`src/rtl/mem_req_master.sv`:
```
// mem_req_master: FIFO-buffered memory request master with ready timeout and read responses.
// Define MEM_REQ_STAT_EN to add saturating wr_cnt_o/rd_cnt_o completion counters.
`ifndef ADDR_WIDTH
`define ADDR_WIDTH 8
`endif
`ifndef WIDTH
`define WIDTH 8
`endif

module mem_req_master #(
  parameter int DEPTH   = 4,
  parameter int TIMEOUT = 16
) (
  input  logic                   clk_i,
  input  logic                   rst_i,
  input  logic                   req_valid_i,
  output logic                   req_ready_o,
  input  logic                   req_wr_rd_i,
  input  logic [`ADDR_WIDTH-1:0] req_addr_i,
  input  logic [`WIDTH-1:0]      req_wdata_i,
  output logic                   valid_o,
  output logic                   wr_rd_o,
  output logic [`ADDR_WIDTH-1:0] addr_o,
  output logic [`WIDTH-1:0]      wdata_o,
  input  logic                   ready_i,
  input  logic [`WIDTH-1:0]      rdata_i,
  output logic                   rsp_valid_o,
  output logic [`WIDTH-1:0]      rsp_rdata_o,
  output logic [`ADDR_WIDTH-1:0] rsp_addr_o,
  output logic                   err_o
`ifdef MEM_REQ_STAT_EN
  ,
  output logic [15:0]            wr_cnt_o,
  output logic [15:0]            rd_cnt_o
`endif
);

  localparam int AW      = `ADDR_WIDTH;
  localparam int DW      = `WIDTH;
  localparam int ENTRY_W = 1 + AW + DW;
  localparam int PTR_W   = (DEPTH > 1) ? $clog2(DEPTH) : 1;
  localparam int CNT_W   = PTR_W + 1;
  localparam logic [CNT_W-1:0] DEPTH_C   = CNT_W'(DEPTH);
  localparam logic [7:0]       WAIT_LAST = 8'(TIMEOUT - 1);

  typedef enum logic [1:0] {
    ST_IDLE  = 2'd0,
    ST_ISSUE = 2'd1,
    ST_GAP   = 2'd2
  } state_e;

  state_e               state_r;
  logic [ENTRY_W-1:0]   mem_r [DEPTH];
  logic [PTR_W-1:0]     wr_ptr_r;
  logic [PTR_W-1:0]     rd_ptr_r;
  logic [CNT_W-1:0]     count_r;
  logic [7:0]           wait_r;
  logic [ENTRY_W-1:0]   head_s;
  logic                 head_wr_s;
  logic [AW-1:0]        head_addr_s;
  logic [DW-1:0]        head_wdata_s;
  logic                 push_s;
  logic                 pop_s;
  logic                 complete_s;
  logic                 timeout_s;

  assign req_ready_o  = !rst_i && (count_r != DEPTH_C);
  assign push_s       = req_valid_i && req_ready_o;
  assign pop_s        = complete_s || timeout_s;
  assign head_s       = mem_r[rd_ptr_r];
  assign head_wr_s    = head_s[ENTRY_W-1];
  assign head_addr_s  = head_s[DW +: AW];
  assign head_wdata_s = head_s[DW-1:0];

  // ISSUE exit conditions; ready_i only matters while a request is on the bus
  always_comb begin
    complete_s = 1'b0;
    timeout_s  = 1'b0;
    if (state_r == ST_ISSUE) begin
      complete_s = ready_i;
      timeout_s  = !ready_i && (wait_r == WAIT_LAST);
    end else begin
      complete_s = 1'b0;
      timeout_s  = 1'b0;
    end
  end

  // Request storage; contents are never observed unless count_r covers them
  always_ff @(posedge clk_i) begin
    if (push_s) begin
      mem_r[wr_ptr_r] <= {req_wr_rd_i, req_addr_i, req_wdata_i};
    end
  end

  // FIFO pointers and occupancy
  always_ff @(posedge clk_i or posedge rst_i) begin
    if (rst_i) begin
      wr_ptr_r <= {PTR_W{1'b0}};
      rd_ptr_r <= {PTR_W{1'b0}};
      count_r  <= {CNT_W{1'b0}};
    end else begin
      if (push_s) begin
        wr_ptr_r <= wr_ptr_r + PTR_W'(1'b1);
      end
      if (pop_s) begin
        rd_ptr_r <= rd_ptr_r + PTR_W'(1'b1);
      end
      case ({push_s, pop_s})
        2'b10:   count_r <= count_r + CNT_W'(1'b1);
        2'b01:   count_r <= count_r - CNT_W'(1'b1);
        default: count_r <= count_r;
      endcase
    end
  end

  // Request channel FSM with registered bus and response outputs
  always_ff @(posedge clk_i or posedge rst_i) begin
    if (rst_i) begin
      state_r     <= ST_IDLE;
      wait_r      <= 8'd0;
      valid_o     <= 1'b0;
      wr_rd_o     <= 1'b0;
      addr_o      <= {AW{1'b0}};
      wdata_o     <= {DW{1'b0}};
      rsp_valid_o <= 1'b0;
      rsp_rdata_o <= {DW{1'b0}};
      rsp_addr_o  <= {AW{1'b0}};
      err_o       <= 1'b0;
    end else begin
      rsp_valid_o <= 1'b0;
      err_o       <= 1'b0;
      case (state_r)
        ST_IDLE: begin
          wait_r <= 8'd0;
          if (count_r != {CNT_W{1'b0}}) begin
            state_r <= ST_ISSUE;
            valid_o <= 1'b1;
            wr_rd_o <= head_wr_s;
            addr_o  <= head_addr_s;
            wdata_o <= head_wr_s ? head_wdata_s : {DW{1'b0}};
          end
        end
        ST_ISSUE: begin
          if (complete_s || timeout_s) begin
            state_r <= ST_GAP;
            valid_o <= 1'b0;
            wr_rd_o <= 1'b0;
            addr_o  <= {AW{1'b0}};
            wdata_o <= {DW{1'b0}};
            err_o   <= timeout_s;
            if (complete_s && !wr_rd_o) begin
              rsp_valid_o <= 1'b1;
              rsp_rdata_o <= rdata_i;
              rsp_addr_o  <= addr_o;
            end
          end else begin
            wait_r <= wait_r + 8'd1;
          end
        end
        ST_GAP: begin
          state_r <= ST_IDLE;
        end
        default: begin
          state_r <= ST_IDLE;
          valid_o <= 1'b0;
          wr_rd_o <= 1'b0;
          addr_o  <= {AW{1'b0}};
          wdata_o <= {DW{1'b0}};
        end
      endcase
    end
  end

`ifdef MEM_REQ_STAT_EN
  // Saturating counts of completed (not timed-out) transfers
  always_ff @(posedge clk_i or posedge rst_i) begin
    if (rst_i) begin
      wr_cnt_o <= 16'd0;
      rd_cnt_o <= 16'd0;
    end else begin
      if (complete_s && wr_rd_o && (wr_cnt_o != 16'hFFFF)) begin
        wr_cnt_o <= wr_cnt_o + 16'd1;
      end
      if (complete_s && !wr_rd_o && (rd_cnt_o != 16'hFFFF)) begin
        rd_cnt_o <= rd_cnt_o + 16'd1;
      end
    end
  end
`endif

endmodule

```
`config.mk`:
```
export PLATFORM = sky130hd
export DESIGN_NAME = mem_req_master
export DESIGN_NICKNAME = d
export VERILOG_FILES = /design/src/rtl/mem_req_master.sv
export SDC_FILE = /design/constraint.sdc
export NUM_CORES = 1
export LEC_CHECK = 0
export BUFFER_PORTS_ARGS = -buffer_cell sky130_fd_sc_hd__buf_2
export CORE_ASPECT_RATIO = 1.1
export CORE_MARGIN = 2
export CORE_UTILIZATION = 50
export DETAILED_ROUTE_END_ITERATION = 10
export PLACE_DENSITY = 0.8
export SYNTH_ARGS = -nofsm -noshare
export SYNTH_HDL_FRONTEND = slang
export SYNTH_SLANG_ARGS = --single-unit
```
`constraint.sdc`:
```
create_clock -name clk_i -period 2 [get_ports clk_i]
set_input_delay 0 -clock clk_i [delete_from_list [all_inputs] [get_ports clk_i]]
set_output_delay 0 -clock clk_i [all_outputs]
set_load 0.005 [all_outputs]
```
==> out/metrics.cfg, run 1 <==
[timing]
fmax_mhz = 498
finalHoldViolCount = 0
rsz0062_at_grt = true
drv_slew = 0
period_share_pct = 100
period_needed_ns = 2.01
fin_skew_ns = 0.00533
relSlewSlack_pct = 60.6
setup_viol = 1
setup_ws_ns = -0.00805
worstMarginPinSlew_ns = 0.589

[worst_setup_path]
critPathTopFamily = simple AND/OR/NAND/NOR gates
cp.arrival_ns = 2.45
critPathKind = reg -> reg
critPathMaxFanout = 2
timing.critical_path.buf_inv = 1
path_cells = nor4_4 > a21oi_2 > nor2_1 > ha_2 > inv_2 > fa_2 > xor2_1 > nor2_1 > xor2_1
critPathCaptureType = flip-flop
required_ns = 2.44
start_kind = flip-flop
cp_slowest_cell = dfrtp_1
max_stage_delay_ns = 0.41

[cts]
clk_latency_ns = 0.52
path_clk_slew_ns = 0.06
cts_buffers = 17
root_buffer = clkbuf_8
clk_path_buf_depth = 2
htree_levels = 4
cts_tree = built
cts.sinks = 121

[power]
p_leak_nw = 2.67
p_int_mw = 6.80
power.share.sequential_pct = 37.7
powerDensity_nw_per_um2 = 1470
peakVddDrop_mv = 0.848
swShare_pct = 27.6
p_comb_share_pct = 27.0
clock_power_share_pct = 35.2
power.switching_mw = 2.59

[detailed_routing]
vias = 2893
viasPerCell = 5.37
drc_errors = 0
antenna_left = 0
wl_per_cell_um = 17.3
routed_wl_mm = 9.35
drt_iter0_drc = 132
firstDrtPassIters = 4

[final_layout]
drive_above_1_share_pct = 41.2
stdcell_count = 539
layout_common_cells = 68 x edfxtp_1, 65 x buf_2, 53 x dfrtp_1
final_common_cell = edfxtp_1
final_core_util_pct = 68.1
syn_to_final_growth_pct = 33.2
antenna_cells = 0
design_area_um2 = 6370
nets = 445

[die]
rows = 37
start_util_pct = 51.1
die_x_um = 97.2
placeableCoreArea_um2 = 9350
chipHeight_um = 107
ioPinCount = 66
die_area_um2 = 10400

[run_status]
violations = negative setup slack
outcome = complete, but fails checks

[place]
port_buffers = 65
gp_congestion = 0.786
placed_cells = 478
place_area_um2 = 5430
dp_hpwl_mm = 6.07

[synth]
synthesis.instances = 279
avgSynthCellArea_um2 = 17.1
yosysSeqAreaShare_pct = 70.5
ys_types = 39
synth.cell_area_um2 = 4780
yosysWarnings = 0
synthesis.nets = 315
ys_seq_elements = 121

[global_routing]
antenna_found_initial = 0
track_usage_pct = 19.6
grt_pass1_vias = 3091
grt_start_max_net_pins = 29
overflow = 0
grt_pass1_wl_mm = 15.4

[min_path]
min_path_type = in -> async

[job]
drv_cap = 0

layer usage:
metal / up-vias / part of all wire (%) / global-route usage, %
met5: - / 0 / 0
met4: 0 / 2.2 / 8.13
met3: 21 / 4.3 / 7.10
met2: 74 / 52 / 33.0
met1: 1464 / 41 / 23.0
li1: 1334 / - / -
per-stage QoR:
| step | TNS (ns) | hold WS (ns) | power (mW) | worst slack (ns) |
|---|---|---|---|---|
| after floorplan | -0.0554 | 0.0518 | 5.11 | -0.0521 |
| after global placement | -0.0863 | 0.108 | 5.95 | -0.0863 |
| after detailed placement | -0.138 | 0.124 | 6.07 | -0.138 |
| after CTS | -0.0335 | 0.149 | 9.46 | -0.0335 |
| after global routing | -0.141 | 0.180 | 9.85 | -0.141 |
| final | -0.00805 | 0.138 | 9.39 | -0.00805 |
area by class of cell:
| class | count | area (um2) |
|---|---|---|
| Clock inverter | 14 | 226 |
| Clock buffer | 18 | 418 |
| Sequential cell | 121 | 3370 |
| Timing Repair Buffer | 123 | 856 |
| Tap cell | 117 | 146 |
| Multi-Input combinational cell | 137 | 1320 |
| Fill cell | 610 | 2980 |
| Inverter | 9 | 33.8 |
state kept, by name, summed over array words and instances (netlist names), 2 cells and up:
register / flops
count_r: 3
state_r: 2
wdata_o: 8
rd_ptr_r: 2
rsp_rdata_o: 8
mem_r: 68
wr_ptr_r: 2
rsp_addr_o: 8
addr_o: 8
wait_r: 8
Yosys cell counts, drive strengths merged:
library cell,number,area (um2)
dfrtp,53,1330
mux2i,1,10.0
mux2,19,214
a221o,1,10.0
a21oi,4,23.8
nor4b,1,8.76
and3,8,50.1
nand3,12,60.1
nand2b,1,6.26
xnor2,2,17.5
or3b,1,8.76
and2,2,12.5
o21ai,22,110
ha,6,75.1
fa,1,20.0
a21boi,1,18.8
nor2,7,26.3
a31oi,2,12.5
a22o,8,70.1
inv,9,33.8
a21o,1,7.51
a211o,1,8.76
nor3b,3,32.5
mux4,17,383
nand2,5,18.8
edfxtp,68,2040
o31ai,1,7.51
nor4,1,21.3
xor2,4,35.0
or3,1,6.26
clkbuf,3,11.3
buf,9,63.8
or2,2,12.5
nand4,1,6.26
o221ai,1,8.76
power by group through the flow:
stage	Combinational, mW	Sequential, mW	Clock [mW]
after floorplan	1.62	3.49	0
after CTS	2.57	3.54	3.35
after global routing	2.78	3.60	3.46
final	2.54	3.54	3.31
after detailed placement	2.49	3.58	0
after global placement	2.40	3.55	0
cells by family (layout without fill, tap and decap cells):
family / Yosys count / after routing / synth area share, %
buffers and inverters: 21 / 164 / 2.28
adder cells (fa/ha/maj): 7 / 7 / 1.99
AO/OA/AOI/OAI: 42 / 42 / 5.81
flip-flops: 121 / 121 / 70.5
AND/OR/NAND/NOR: 45 / 45 / 5.66
XOR/XNOR: 6 / 6 / 1.10
multiplexers: 37 / 37 / 12.7
what timing repair did:
item,4_1_cts,5_1_grt
endpoints found under the setup margin,1,2
pin swaps,2,1
hold buffers,28,0
hold endpoints to repair,106,0
gates resized for setup,1,2
buffers inserted,1,0
worst paths after layout:
check,from,to,slack [ns],cells after the start
setup / recovery,wait_r[7],count_r[2],-0.008,9
hold / removal,rst_i,rsp_rdata_o[6],0.14,3
setup reg to reg,wait_r[7],count_r[2],-0.008,9
hold reg to reg,valid_o,valid_o,0.49,1
max in group asynchronous,rst_i,addr_o[3],1.23,4
min in group clk_i,req_addr_i[4],mem_r[2][12],0.23,2
worst reg2reg max path, cell delays in order (launching register included):
cell and delay [ns]:
dfrtp_1 0.41, nor4_4 0.32, a21oi_2 0.10, nor2_1 0.11, ha_2 0.20, inv_2 0.04, fa_2 0.33, xor2_1 0.17
nor2_1 0.12, xor2_1 0.15
Note: power is estimated with default switching activity, not from simulation.
==> run 2, diff against run 1 <==
--- a/config.mk
+++ b/config.mk
@@ -6,11 +6,13 @@
 export NUM_CORES = 1
 export LEC_CHECK = 0
 export BUFFER_PORTS_ARGS = -buffer_cell sky130_fd_sc_hd__buf_2
+export CELL_PAD_IN_SITES_DETAIL_PLACEMENT = 1
+export CELL_PAD_IN_SITES_GLOBAL_PLACEMENT = 2
 export CORE_ASPECT_RATIO = 1.1
 export CORE_MARGIN = 2
-export CORE_UTILIZATION = 50
+export CORE_UTILIZATION = 37
 export DETAILED_ROUTE_END_ITERATION = 10
-export PLACE_DENSITY = 0.8
+export PLACE_DENSITY_LB_ADDON = 0.1
 export SYNTH_ARGS = -nofsm -noshare
 export SYNTH_HDL_FRONTEND = slang
 export SYNTH_SLANG_ARGS = --single-unit
==> run 2 against run 1 <==
The flow still finishes with violations (negative setup slack). Final cell count is 7.2% higher. Non-clock buffer count is 1 lower. Clock power is 5% lower. Largest cell class unchanged. Highest routed layer unchanged.
==> out/metrics.cfg, run 2 (same netlist as run 1, synthesis figures left out) <==
[timing]
setup_ws_ns = -0.118
fin_hold_ws_ns = 0.0806
rsz0062_at_grt = true
relSlewSlack_pct = 67.6
drv_slew = 0
fin_skew_ns = 0.00715
fmax_mhz = 472
worstMarginPinSlew_ns = 0.485
period_needed_ns = 2.12
period_share_pct = 106
finalHoldViolCount = 0
timing.setup.tns_ns = -0.118
setup_viol = 1

[cts]
clk_latency_ns = 0.41
root_buffer = clkbuf_16
cts_tree = built
postCtsSetupRepairBufs = 0
cts_buffers = 17
clk_path_buf_depth = 2
cts.sinks = 121
htree_levels = 4
path_clk_slew_ns = 0.05

[final_layout]
final_common_cell = edfxtp_1
top_register = mem_r
largest_reg_flops = 68
nets = 444
final_core_util_pct = 50.8
stdcell_count = 578
antenna_cells = 0
layout_common_cells = 68 x edfxtp_1, 65 x buf_2, 53 x dfrtp_1
drive_above_1_share_pct = 41.6
syn_to_final_growth_pct = 33.7

[min_path]
min_to = wr_ptr_r[0]
min_path_type = in -> reg
min_from = req_valid_i
whs_path_depth = 4

[die]
placeableCoreArea_um2 = 12600
die_x_um = 112
rows = 43
ioPinCount = 66
die_area_um2 = 13800
start_util_pct = 38.0
chipHeight_um = 123

[worst_setup_path]
regToRegSetupSlack_ns = -0.12
cp.arrival_ns = 2.44
critPathKind = reg -> reg
required_ns = 2.33
critPathCaptureType = flip-flop
r2r-start = wait_r[7]
worstRegToRegCells = 9
critPathMaxFanout = 2
worstReg2RegEnd = count_r[2]
start_kind = flip-flop

[run_status]
outcome = complete, but fails checks
violations = negative setup slack

[place]
port_buffers = 65
gp_congestion = 0.744
placed_cells = 520
dp_hpwl_mm = 6.80

[power]
powerDensity_nw_per_um2 = 1460
p_leak_nw = 2.67
peakVddDrop_mv = 0.744

[detailed_routing]
drt_iter0_drc = 122
routed_wl_mm = 10.4
antenna_left = 0
wl_per_cell_um = 17.9
firstDrtPassIters = 4
viasPerCell = 4.92
drc_errors = 0
vias = 2844

[global_routing]
grt_pass1_wl_mm = 16.6
antenna_found_initial = 0
grt_pass1_vias = 3061
track_usage_pct = 16.1
overflow = 0
grt_start_max_net_pins = 33

[job]
drv_cap = 0

## run 2: cell count changes in the layout (fill, tap and decap cells not counted), moves of 2 or more
| cell | previous run | this run |
|---|---|---|
| buf_12 | 2 | 4 |
| bufinv_16 | 6 | 4 |
| clkinv_1 | 2 | 0 |
| clkinv_2 | 3 | 5 |
| clkinv_4 | 0 | 2 |
| dlygate4sd3_1 | 28 | 26 |
## run 2: where the power goes
group	internal (mW)	total [mW]	switching, mW
registers	3.20	3.50	0.299
logic	1.38	2.68	1.29
clock network	2.07	3.15	1.07
total	6.65	9.32	2.67
## run 2: layout make-up
class	instances	area, um2
Sequential cell	121	3370
Timing Repair Buffer	122	868
Clock buffer	19	433
Fill cell	1230	6200
Tap cell	157	196
Inverter	9	33.8
Multi-Input combinational cell	137	1320
Clock inverter	13	178
## run 2: worst max-delay path, stage by stage (launching register included)
cell and delay, ns:
dfrtp_1 0.40, nor4_4 0.35, a21oi_2 0.11, nor2_1 0.12, ha_2 0.20, inv_2 0.04, fa_2 0.33, xor2_1 0.17
nor2_1 0.13, xor2_1 0.18
## run 2: timing repair
action	in CTS	in global routing
pin swaps	2	1
hold buffers	26	0
resized for setup	1	2
setup endpoints to repair	1	2
hold endpoints to repair	97	0
## run 2: per-layer routing
| layer | part of all wire (%) | track usage [%] |
|---|---|---|
| met5 | 0 | 0 |
| met4 | 1.9 | 7.32 |
| met3 | 3.3 | 4.17 |
| met2 | 50 | 26.9 |
| met1 | 45 | 19.9 |
## run 2: worst max-delay path by stage
stage                   start  slack, ns    endpoint
floorplan           wait_r[5]      -0.05  count_r[2]
global placement    wait_r[7]      -0.02  count_r[2]
detailed placement  wait_r[7]       -0.1  count_r[2]
CTS                 wait_r[4]      -0.16  count_r[2]
global route        wait_r[7]      -0.26  count_r[2]
finish              wait_r[7]      -0.12  count_r[2]
## run 2: metrics by stage
stage	power [mW]	instance area, um2	setup slack, ns
floorplan	5.11	4790	-0.0521
detailed placement	6.21	5520	-0.0974
finish	9.32	6390	-0.118
CTS	9.44	6390	-0.157
global placement	6.14	5520	-0.0160
global route	9.86	6390	-0.258
==> run 3, diff against run 2 <==
==> constraint.sdc (replaced) <==
create_clock -name clk_i -period 2 [get_ports clk_i]
set_input_delay 0 -clock clk_i [delete_from_list [all_inputs] [get_ports clk_i]]
set_output_delay 0 -clock clk_i [all_outputs]
set_load 0.1 [all_outputs]
==> run 3 against run 2 <==
The run still ends with negative setup slack left. Register-to-register slack better by 0.07 ns. Via count up 1.7%. Clock skew up 0.00097 ns. Final cell count up 0.52%. First-iteration DRC count down 9.0%. Sequential cell count unchanged. Sequential share of layout area down 1.3 points. Largest power group is now combinational cells. Maximum frequency up 3.6%. Non-clock buffer count up 3. Sequential power about the same. Global-route usage up 0.38 points.
==> out/metrics.cfg, run 3 (same netlist as run 1, synthesis figures left out) <==
[place]
port_buffers = 65
gp_congestion = 0.757
dp_hpwl_mm = 6.82
placed_cells = 520
dp_slack_ns = -0.149
place_area_um2 = 5580

[timing]
period_share_pct = 102
setup_viol = 1
finalHoldViolCount = 0
fin_skew_ns = 0.00812
fin_hold_ws_ns = 0.0757
relSlewSlack_pct = 66.3
worstMarginPinSlew_ns = 0.509
setup_ws_ns = -0.0449
period_needed_ns = 2.04
drv_slew = 0
rsz0062_at_grt = true
fmax_mhz = 489

[power]
finalPower_mw = 11.7
swShare_pct = 39.8
power.switching_mw = 4.64
p_comb_share_pct = 40.2
clock_power_share_pct = 29.8
p_int_mw = 7.03
peakVddDrop_mv = 1.16
p_leak_nw = 2.73
power.share.sequential_pct = 30.0
powerDensity_nw_per_um2 = 1780

[detailed_routing]
vias = 2893
wl_per_cell_um = 18.0
drt_iter0_drc = 111
antenna_left = 0
drc_errors = 0
routed_wl_mm = 10.4
firstDrtPassIters = 4
viasPerCell = 4.98

[cts]
cts_buffers = 17
path_clk_slew_ns = 0.05
clk_path_buf_depth = 2
clk_latency_ns = 0.42
cts_tree = built
htree_levels = 4
root_buffer = clkbuf_16
cts.sinks = 121

[final_layout]
top_register = mem_r
stdcell_count = 581
final_common_cell = edfxtp_1
antenna_cells = 0
design_area_um2 = 6550
nets = 447
largest_reg_flops = 68
drive_above_1_share_pct = 43.6
nFillCells = 1222
layout_common_cells = 68 x edfxtp_1, 65 x buf_2, 53 x dfrtp_1
syn_to_final_growth_pct = 37.1

[worst_setup_path]
critPathKind = reg -> reg
critPathCaptureType = flip-flop
cp.arrival_ns = 2.38
start_kind = flip-flop
critPathMaxFanout = 2
required_ns = 2.34

[global_routing]
grt_start_max_net_pins = 35
grt_pass1_vias = 3129
antenna_found_initial = 0
grt_pass1_wl_mm = 17.0
overflow = 0
track_usage_pct = 16.5

[job]
drv_cap = 0

[run_status]
violations = negative setup slack
outcome = complete, but fails checks

[die]
placeableCoreArea_um2 = 12600
chipHeight_um = 123
rows = 43
ioPinCount = 66
die_x_um = 112
die_area_um2 = 13800
start_util_pct = 38.0

[min_path]
min_path_type = in -> reg

-- run 3: cell types whose count changed in the layout (fill, tap and decap cells not counted), sizes merged --
cell / previous run / this run
bufinv: 4 / 6
dlygate4sd3: 26 / 27
clkinvlp: 2 / 1
clkinv: 7 / 4
clkbuf: 19 / 20
buf: 96 / 98
inv: 9 / 10
-- run 3: final timing paths --
path	startpoint	to	slack, ns	cells past startpoint
hold / removal	ready_i	wait_r[3]	0.08	3
hold reg to reg	count_r[0]	count_r[0]	0.49	1
min in group asynchronous	rst_i	addr_o[3]	0.19	3
max in group asynchronous	rst_i	wr_rd_o	1.27	4
setup reg to reg	wait_r[4]	count_r[2]	-0.04	9
setup / recovery	wait_r[4]	count_r[2]	-0.04	9
-- run 3: layer usage --
metal	up-vias	part of all wire [%]	global-route usage, %
met4	0	1.3	6.55
met5	-	0	0
met2	54	50	27.4
met1	1491	45	20.5
met3	12	3.3	4.80
li1	1336	-	-
-- run 3: worst max-delay path, cell delays in order, from the launching register on --
cell	delay, ns
dfrtp_1	0.40
nor4_4	0.34
a21oi_2	0.13
nor2_2	0.15
ha_4	0.15
inv_2	0.04
fa_2	0.32
xor2_1	0.15
nor2_1	0.12
xor2_1	0.16
-- run 3: power groups by stage --
stage                     registers, mW  clock network [mW]  logic, mW
after floorplan                    5.37                   0       1.71
after global placement             3.53                   0       4.66
after detailed placement           3.56                   0       4.68
after CTS                          3.52                3.55       4.74
after global routing               3.58                3.65       5.00
final                              3.50                3.48       4.69
-- run 3: layout make-up --
cell class	count	area (um2)	share of cell area (%)
clock buffer	20	457	6.97
clock inverter	12	220	3.36
inverter	9	33.8	0.516
multi-input combinational	137	1350	20.5
sequential	121	3370	51.4
tap	157	196	3.00
timing repair buffer	125	931	14.2
-- run 3: metrics by stage --
| step | setup TNS [ns] | util (%) |
|---|---|---|
| final | -0.0449 | 52.0 |
| after CTS | -0.0767 | 52.0 |
| after global placement | -0.0976 | 44.3 |
| after floorplan | -0.392 | - |
| after global routing | -0.204 | 52.0 |
| after detailed placement | -0.149 | 44.3 |
-- run 3: repair_timing --
action | 4_1_cts | 5_1_grt
resized for setup | 3 | 0
setup endpoints to repair | 1 | 3
hold buffers | 27 | 0
endpoints found under the hold margin | 96 | 0
pin swaps | 6 | 5
buffers inserted | 1 | 1
